`src/rtl/mul_sched_pkg.sv`:
```
// mul_sched_pkg: shared types and constants for the shared-multiplier scheduler.
//   state_e     - scheduler FSM states (idle, operand settle, response hold)
//   REQ0/REQ1   - requester identifiers, also used as grant / rsp_id encoding
//   Default*    - default operand width and settle-cycle count
//   CntWidth    - settle counter width; covers SETTLE_CYCLES up to 15
package mul_sched_pkg;

    typedef enum logic [1:0] {
        StIdle,
        StSettle,
        StResp
    } state_e;

    localparam logic REQ0 = 1'b0;
    localparam logic REQ1 = 1'b1;

    localparam int unsigned DefaultWidth        = 32;
    localparam int unsigned DefaultSettleCycles = 2;
    localparam int unsigned CntWidth            = 4;

endpackage

```
`src/rtl/mul_sched_rr_arb2.sv`:
```
// rr_arb2: two-input round-robin arbiter.
//   valid_i[1:0]  in  request valids, bit N belongs to requester N
//   last_grant_i  in  requester granted most recently
//   en_i          in  arbitration enabled this cycle
//   grant_o       out selected requester (REQ0 when nothing is valid)
//   any_valid_o   out enabled and at least one requester valid, i.e. a grant is real
module rr_arb2
    import mul_sched_pkg::*;
(
    input  logic [1:0] valid_i,
    input  logic       last_grant_i,
    input  logic       en_i,
    output logic       grant_o,
    output logic       any_valid_o
);

    always_comb begin
        grant_o = REQ0;
        case (valid_i)
            2'b01:   grant_o = REQ0;
            2'b10:   grant_o = REQ1;
            // Contention: hand the grant to whoever did not win last time.
            2'b11:   grant_o = ~last_grant_i;
            default: grant_o = REQ0;
        endcase
        any_valid_o = en_i & (|valid_i);
    end

endmodule

```
`src/rtl/mul_sched.sv`:
```
// mul_sched: shares one external combinational signed multiplier between two requesters.
// Operands are registered onto the multiplier and held SETTLE_CYCLES cycles (multicycle
// path), then the product is captured into HI/LO and returned over a valid/ready channel.
//   clk_i                  in  clock, rising edge
//   reset_ni               in  synchronous active-low reset
//   reqN_valid_i/_ready_o  in/out request handshake for requester N (N = 0, 1)
//   reqN_a_i, reqN_b_i     in  multiplier / multiplicand operands
//   mul_mplr_o, mul_mcnd_o out registered operands to the multiplier
//   mul_y_i                in  multiplier product
//   rsp_valid_o/_ready_i   out/in response handshake
//   rsp_id_o               out requester owning the product
//   rsp_hi_o, rsp_lo_o     out product upper / lower halves (architectural HI/LO)
//   busy_o                 out scheduler not idle
module mul_sched
    import mul_sched_pkg::*;
#(
    parameter int unsigned WIDTH         = DefaultWidth,
    parameter int unsigned SETTLE_CYCLES = DefaultSettleCycles
) (
    input  logic               clk_i,
    input  logic               reset_ni,
    input  logic               req0_valid_i,
    output logic               req0_ready_o,
    input  logic [WIDTH-1:0]   req0_a_i,
    input  logic [WIDTH-1:0]   req0_b_i,
    input  logic               req1_valid_i,
    output logic               req1_ready_o,
    input  logic [WIDTH-1:0]   req1_a_i,
    input  logic [WIDTH-1:0]   req1_b_i,
    output logic [WIDTH-1:0]   mul_mplr_o,
    output logic [WIDTH-1:0]   mul_mcnd_o,
    input  logic [2*WIDTH-1:0] mul_y_i,
    output logic               rsp_valid_o,
    input  logic               rsp_ready_i,
    output logic               rsp_id_o,
    output logic [WIDTH-1:0]   rsp_hi_o,
    output logic [WIDTH-1:0]   rsp_lo_o,
    output logic               busy_o
);

    localparam logic [CntWidth-1:0] SettleLoad = CntWidth'(SETTLE_CYCLES - 1);

    state_e              state_q, state_d;
    logic [CntWidth-1:0] cnt_q, cnt_d;
    logic                last_grant_q, last_grant_d;
    logic [WIDTH-1:0]    mplr_q, mplr_d;
    logic [WIDTH-1:0]    mcnd_q, mcnd_d;
    logic [WIDTH-1:0]    hi_q, hi_d;
    logic [WIDTH-1:0]    lo_q, lo_d;
    logic                rsp_valid_q, rsp_valid_d;
    logic                rsp_id_q, rsp_id_d;

    logic arb_en;
    logic grant;
    logic any_valid;

    // Readies are gated by reset so nothing looks accepted while reset is held.
    assign arb_en = reset_ni && (state_q == StIdle);

    rr_arb2 u_arb (
        .valid_i      ({req1_valid_i, req0_valid_i}),
        .last_grant_i (last_grant_q),
        .en_i         (arb_en),
        .grant_o      (grant),
        .any_valid_o  (any_valid)
    );

    assign req0_ready_o = arb_en && (grant == REQ0);
    assign req1_ready_o = arb_en && (grant == REQ1);

    always_comb begin
        state_d      = state_q;
        cnt_d        = cnt_q;
        last_grant_d = last_grant_q;
        mplr_d       = mplr_q;
        mcnd_d       = mcnd_q;
        hi_d         = hi_q;
        lo_d         = lo_q;
        rsp_valid_d  = rsp_valid_q;
        rsp_id_d     = rsp_id_q;

        case (state_q)
            StIdle: begin
                // any_valid implies the granted requester is valid: a handshake happens.
                if (any_valid) begin
                    mplr_d       = (grant == REQ1) ? req1_a_i : req0_a_i;
                    mcnd_d       = (grant == REQ1) ? req1_b_i : req0_b_i;
                    rsp_id_d     = grant;
                    last_grant_d = grant;
                    cnt_d        = SettleLoad;
                    state_d      = StSettle;
                end
            end
            StSettle: begin
                if (cnt_q != '0) begin
                    cnt_d = cnt_q - CntWidth'(1);
                end else begin
                    {hi_d, lo_d} = mul_y_i;
                    rsp_valid_d  = 1'b1;
                    state_d      = StResp;
                end
            end
            StResp: begin
                if (rsp_ready_i) begin
                    rsp_valid_d = 1'b0;
                    state_d     = StIdle;
                end
            end
            default: begin
                state_d = StIdle;
            end
        endcase
    end

    always_ff @(posedge clk_i) begin
        if (!reset_ni) begin
            state_q      <= StIdle;
            cnt_q        <= '0;
            last_grant_q <= REQ1;
            mplr_q       <= '0;
            mcnd_q       <= '0;
            hi_q         <= '0;
            lo_q         <= '0;
            rsp_valid_q  <= 1'b0;
            rsp_id_q     <= REQ0;
        end else begin
            state_q      <= state_d;
            cnt_q        <= cnt_d;
            last_grant_q <= last_grant_d;
            mplr_q       <= mplr_d;
            mcnd_q       <= mcnd_d;
            hi_q         <= hi_d;
            lo_q         <= lo_d;
            rsp_valid_q  <= rsp_valid_d;
            rsp_id_q     <= rsp_id_d;
        end
    end

    assign mul_mplr_o  = mplr_q;
    assign mul_mcnd_o  = mcnd_q;
    assign rsp_valid_o = rsp_valid_q;
    assign rsp_id_o    = rsp_id_q;
    assign rsp_hi_o    = hi_q;
    assign rsp_lo_o    = lo_q;
    assign busy_o      = (state_q != StIdle);

endmodule

```
`config.mk`:
```
export PLATFORM = sky130hd
export DESIGN_NAME = mul_sched
export DESIGN_NICKNAME = d
export VERILOG_FILES = /design/src/rtl/mul_sched_pkg.sv /design/src/rtl/mul_sched_rr_arb2.sv /design/src/rtl/mul_sched.sv
export SDC_FILE = /design/constraint.sdc
export NUM_CORES = 1
export LEC_CHECK = 0
export ABC_AREA = 1
export BUFFER_PORTS_ARGS = -buffer_cell sky130_fd_sc_hd__buf_2
export CAP_MARGIN = 40
export CORE_AREA = 2 2 128 130
export CTS_BUF_LIST = sky130_fd_sc_hd__clkbuf_8 sky130_fd_sc_hd__clkbuf_16
export DETAILED_ROUTE_END_ITERATION = 10
export DIE_AREA = 0 0 130 132
export GPL_TIMING_DRIVEN = 0
export PLACE_DENSITY = 0.68
export SLEW_MARGIN = 25
export SYNTH_ARGS = -nofsm -noshare
export SYNTH_HDL_FRONTEND = slang
export SYNTH_HIERARCHICAL = 1
export SYNTH_SLANG_ARGS = --single-unit
export TNS_END_PERCENT = 100
```
`constraint.sdc`:
```
create_clock -name clk_i -period 1.9 [get_ports clk_i]
set_input_delay 0.19 -clock clk_i [delete_from_list [all_inputs] [get_ports clk_i]]
set_output_delay 0.19 -clock clk_i [all_outputs]
set_load 0.005 [all_outputs]
```
### Word-level counts from Yosys, hierarchy flattened

Cells that the tools add are included.

* register bits: 137
* output and inout bits: 133
* logic and storage cells: 49

* add/subtract/negate cells: 1
* equality and inequality tests: 8
* multiplexer cells: 13
* bitwise operators: 4
* reductions and logical operators: 14

Operators with widths (count)
* 2-to-1 mux 32 bit: 2
* AND reduction 3 bit: 3
* 2-to-1 mux 4 bit: 2
* inequality test 2 bit (second input constant): 4
* one-hot mux 4 bit (2 select lines): 1
* == test 2 bit (second input constant): 3
* 2-to-1 mux 2 bit: 3
* one-hot mux 2 bit (3 select lines): 1
* nonzero test 2 bit: 3
* one-hot mux 1 bit (2 select lines): 2
* AND reduction 2 bit: 2
* nonzero test 4 bit: 1
* subtractor 4 x 1 -> 4 bit (second input constant): 1
* logical AND 1 bit: 3
* inverter 1 bit: 3
* == test 2 x 1 -> 1 bit (second input constant): 1
* zero test 2 bit: 1
* 2-to-1 mux 1 bit: 2
* OR reduction 2 bit: 1
* bitwise AND 1 bit: 1

### Longest topological paths before layout

* depth in word-level cells: 5
* gate-level depth with buffers: 11
* depth with buffers taken out: 10

### By module

The synthesis kept the hierarchy.

By module, submodules not included
* mul_sched: instances 1, cells an instance 696, area each 5649.2 µm²
* rr_arb2: instances 1, cells an instance 5, area each 23.8 µm²

### Least setup slack after synthesis

Ideal clock, no wire load.

* kind: register -> register
* start: register state_q[1]
* end: register mcnd_q[25] (netlist: mul_mcnd_o[25])
* setup time: 116 ps
* data arrival time: 1482 ps
* required time: 1784 ps
* path slack: 302 ps
* cell stages (with the launch flop): 11
* path buffers: 1
* clock period less this slack: 1598 ps
* cell sequence: dfxtp_1 > inv_2 > nand2_1 > nor2_1 > inv_1 > nor2_1 > nand3_4 > inv_2 > clkbuf_1 > nand3_1 > o211a_1

* cells in the longest elaborated chain, start to end: 4

RTL lines
* start, declared: line mul_sched.sv:43 `state_e state_q, state_d;`
* start signal, assigned: line mul_sched.sv:117 `state_q <= StIdle;`
* start signal, assigned: line mul_sched.sv:127 `state_q <= state_d;`
* zero test 2 bit: line mul_sched.sv:58 `assign arb_en = reset_ni && (state_q == StIdle);`
* logical AND 1 bit: line mul_sched.sv:58
* via arb_en: line mul_sched.sv:53 `logic arb_en;`
* bitwise AND 1 bit: line mul_sched_rr_arb2.sv:26 `any_valid_o = en_i & (|valid_i);`
* via any_valid: line mul_sched.sv:55 `logic any_valid;`
* AND reduction 2 bit (no source line)
* end signal, assigned: line mul_sched.sv:131 `mcnd_q <= mcnd_d;`
* end, declared: line mul_sched.sv:47 `logic [WIDTH-1:0] mcnd_q, mcnd_d;`

The timed path passes the listed nets, and every way through them passes these cells.
A chain may end at the register's enable or synchronous reset.

### Worst setup path after layout

* start: register last_grant_q
* end: output port req0_ready_o

* cells in the longest elaborated chain, start to end: 4

RTL lines
* start, declared: line mul_sched.sv:45 `logic last_grant_q, last_grant_d;`
* start signal, assigned: line mul_sched.sv:129 `last_grant_q <= last_grant_d;`
* inverter 1 bit: line mul_sched_rr_arb2.sv:23 `2'b11: grant_o = ~last_grant_i;`
* one-hot mux 1 bit (2 select lines): line mul_sched_rr_arb2.sv:19 `case (valid_i)`
* via grant: line mul_sched.sv:54 `logic grant;`
* inverter 1 bit: line mul_sched.sv:68 `assign req0_ready_o = arb_en && (grant == REQ0);`
* logical AND 1 bit: line mul_sched.sv:68
* end, declared: line mul_sched.sv:23 `output logic req0_ready_o,`

The timed path passes the listed nets, and every way through them passes these cells.

==> flow_metrics.tcl <==
set metrics [dict create \
    outcome "finished, violations left" \
    violated_checks "hold timing" \
    seq_area_frac_synth_pct 48.3 \
    die_y_um 132 \
    ctsRootBufferMaster "sky130_fd_sc_hd__clkbuf_16" \
    grt-ovfl-total 0 \
    place_inst 1246 \
    p_clk_share_pct 34.3 \
    groute.layer.met1.usage_pct 24.0 \
    dp_hpwl_um 14300 \
    vias 6320 \
    cts_max_path_buffers 2 \
    initialDrtViolationCount 266 \
    iteration_count_of_the_initial_detailed_routing_pass 5 \
    cts_buffers 17 \
    grt_max_degree 17 \
    routedWlPerCell_um 14.7 \
    htreeDepth 4 \
    endpoint "req0_ready_o" \
    timing.fmax_mhz 570 \
    final_cell_count_without_fillers 1332 \
    cp.arrival_ns 1.57 \
    worst_setup_path_start_kind "flip-flop" \
    timing.rr.start "state_q[1]" \
    r2r_end "mul_mcnd_o[18]" \
    post-route-drc-count 0 \
    final.setup_skew_ns 0.00958 \
    finalSetupViolCount 0 \
    design.die.area_mm2 0.0172 \
    clk_latency_ns 0.42 \
    floorplan.initialDensity_pct 36.1 \
    critPathLaunch "last_grant_q" \
    synthesis.nets 899 \
    path_clk_slew_ns 0.06 \
    track_usage_pct 22.0 \
    cts_post_setup_buffers_inserted 0 \
    area_of_the_core_mm2 0.0157 \
    port_buffer_count 329 \
    number_of_distinct_library_cell_variants_in_the_gate_level_netlist_after_synthesis 20 \
    min_delay_path_depth 3 \
    ys_ff_latch 137 \
    clkSinkCount 137 \
    totalWireLength_um 19600 \
    postLayoutCoreUtil_pct 55.4 \
    min_path_type "in2reg" \
    avgViaCountPerCell 4.74 \
    rr_worst_depth 11 \
    mostFrequentLayoutCells "sky130_fd_sc_hd__buf_2 (335), sky130_fd_sc_hd__nor2_1 (141), sky130_fd_sc_hd__nand2_1 (138), sky130_fd_sc_hd__dfxtp_1 (137), sky130_fd_sc_hd__nand3_1 (68)" \
    power.share.combinational_pct 25.9 \
    hold_viol_final 1 \
    critPathKind "reg2out" \
    tightest_slew_ns 0.517 \
    power.static_leakage_uw 0.00490 \
    timing.final.crit_share_pct 92.4 \
    crit_path_cell_trace "a21oi_2, clkbuf_1, nor2_1, buf_2" \
    crit_slowest_cell "sky130_fd_sc_hd__clkbuf_1" \
    diodes 0 \
    syn2layout_area_growth_pct 53.6 \
    postSynthAreaPerCell_um2 8.09 \
    cp_data_required_time_ns 1.71 \
    timing.critical_path.slowest_cell_delay_ns 0.38 \
    grt_busiest_layer "met2" \
    min_cycle_time_layout_ns 1.76 \
    p_int_uw 6350 \
    power_switching_uw 2750 \
    fin_nets 1302 \
    grt_use_met2_pct 39.8 \
    tritoncts "done" \
    antenna_found_initial 1 \
    floorplan.rows 46 \
    max_slew_margin_pct 65.5 \
    max_cap_violations 0 \
    grt_use_met3_pct 7.43 \
    die_w_um 130 \
    seqPwrFrac_pct 39.7 \
    final.setup.tns_ns 0 \
    global_route_wire_length_before_repair_um 29700 \
    power.density_cell_area_mw_per_mm2 1040 \
    final-max-slew-violation-count 0 \
    peakVddDrop_mv 0.645 \
    rrSetupSlack_ns 0.15 \
    drive_gt1_share_pct 36.0 \
    post_synth_inst_count 701 \
    fillers 1509 \
    final.hold.worst_slack_ns -0.000291 \
    boundaryPins 330 \
    critical_path.endpoint_type "output pin" \
    route.antenna.remaining_nets 0 \
    syn-cell-area_mm2 0.00567 \
    yosysWarnings 6 \
    number_of_global_route_vias_before_repair 6022 \
    gp_routability_congestion 0.809 \
    switching_share_of_power_pct 30.2 \
    worst-path-max-fanout 10 \
    most_common_cell_after_layout_fill_and_taps_aside "sky130_fd_sc_hd__buf_2" \
    rsz_0062_raised_after_global_routing "no" \
]
-- synthesized netlist by cell type --
cell type	count	share of area [%]
sky130_fd_sc_hd__buf_6	23	4.6
sky130_fd_sc_hd__o211a_1	64	11
sky130_fd_sc_hd__nor2_4	2	0.40
sky130_fd_sc_hd__ha_1	1	0.22
sky130_fd_sc_hd__nor2_1	143	9.5
sky130_fd_sc_hd__dfxtp_1	137	48
sky130_fd_sc_hd__o21ai_0	65	5.7
sky130_fd_sc_hd__o31ai_1	1	0.13
sky130_fd_sc_hd__inv_1	11	0.73
sky130_fd_sc_hd__nor3_1	1	0.088
sky130_fd_sc_hd__buf_4	2	0.26
sky130_fd_sc_hd__inv_2	5	0.33
sky130_fd_sc_hd__nand2_1	138	9.1
sky130_fd_sc_hd__clkbuf_1	26	1.7
sky130_fd_sc_hd__o21ai_1	2	0.18
sky130_fd_sc_hd__buf_2	5	0.44
sky130_fd_sc_hd__a21oi_1	4	0.35
sky130_fd_sc_hd__a21oi_2	2	0.31
sky130_fd_sc_hd__nand3_1	68	6.0
sky130_fd_sc_hd__nand3_4	1	0.31
-- cell families (layout without fill, tap and decap cells) --
group / Yosys count / count (layout) / share of synthesized area (%)
adders and majority gates: 1 / 1 / 0.221
buffers and inverters: 72 / 487 / 8.05
and+or+nand+nor: 353 / 353 / 25.4
AOI/OAI and AO/OA: 138 / 138 / 18.0
DFF: 137 / 137 / 48.3
-- per-layer routing --
layer,vias to the layer above,routed length [µm],share of wire [%]
met4,2,340,1.7
met2,276,9690,49
met5,-,11,0.056
met3,29,1680,8.5
met1,2865,7900,40
li1,3148,-,-
-- repair_timing --
action / CTS / global route
setup endpoints to repair: 21 / 43
hold buffers: 55 / 0
gates resized for setup: 3 / 4
endpoints found under the hold margin: 55 / 0
cloned: 0 / 0
-- through the flow --
stage	instance area (µm²)	total power, µW	worst slack, ns
2_1_floorplan	5670	4890	0.302
3_3_place_gp	7590	5890	-0.284
3_5_place_dp	7590	5920	-0.308
4_1_cts	8700	9150	0.0331
5_1_grt	8710	9600	0.00256
6_report	8710	9100	0.145
-- sequential cells by signal, indices dropped and copies added (netlist names) --
name and flops:
rsp_lo_o 32, rsp_hi_o 32, cnt_q 4, mul_mcnd_o 32, state_q 2, last_grant_q 1
rsp_id_o 1, mul_mplr_o 32, rsp_valid_o 1
-- power by group through the flow --
stage          logic [µW]  clock network, µW  registers (µW)
3_5_place_dp         2260                  0            3660
5_1_grt              2620               3320            3660
3_3_place_gp         2250                  0            3640
6_report             2360               3130            3610
2_1_floorplan        1190                  0            3700
4_1_cts              2360               3190            3610
-- cell type report --
cell class | count | area (µm²) | share of cell area [%]
Sequential cell | 137 | 2740 | 31.5
Multi-Input combinational cell | 492 | 2480 | 28.5
Timing Repair Buffer | 384 | 2200 | 25.2
Clock buffer | 19 | 453 | 5.20
Buffer | 56 | 408 | 4.68
Tap cell | 216 | 270 | 3.10
Clock inverter | 12 | 103 | 1.18
Inverter | 16 | 60.1 | 0.689
-- worst min path at each step --
| stage | start | slack (ns) | endpoint |
|---|---|---|---|
| floorplan | mul_y_i[63] | 0.32 | rsp_hi_o[31] |
| global placement | mul_y_i[47] | 0.41 | rsp_hi_o[15] |
| detailed placement | mul_y_i[16] | 0.42 | rsp_lo_o[16] |
| CTS | mul_y_i[15] | 0.00002 | rsp_lo_o[15] |
| global route | mul_y_i[39] | 0.01 | rsp_hi_o[7] |
| finish | mul_y_i[39] | -0.0003 | rsp_hi_o[7] |
-- critical path: cells and delay by family (launching register included) --
family,cells,cell delay (ns)
buf+inv,2,0.52
compound gates,1,0.23
simple gates,1,0.09
flops,1,0.32
Note: power is estimated with default switching activity, not from simulation.
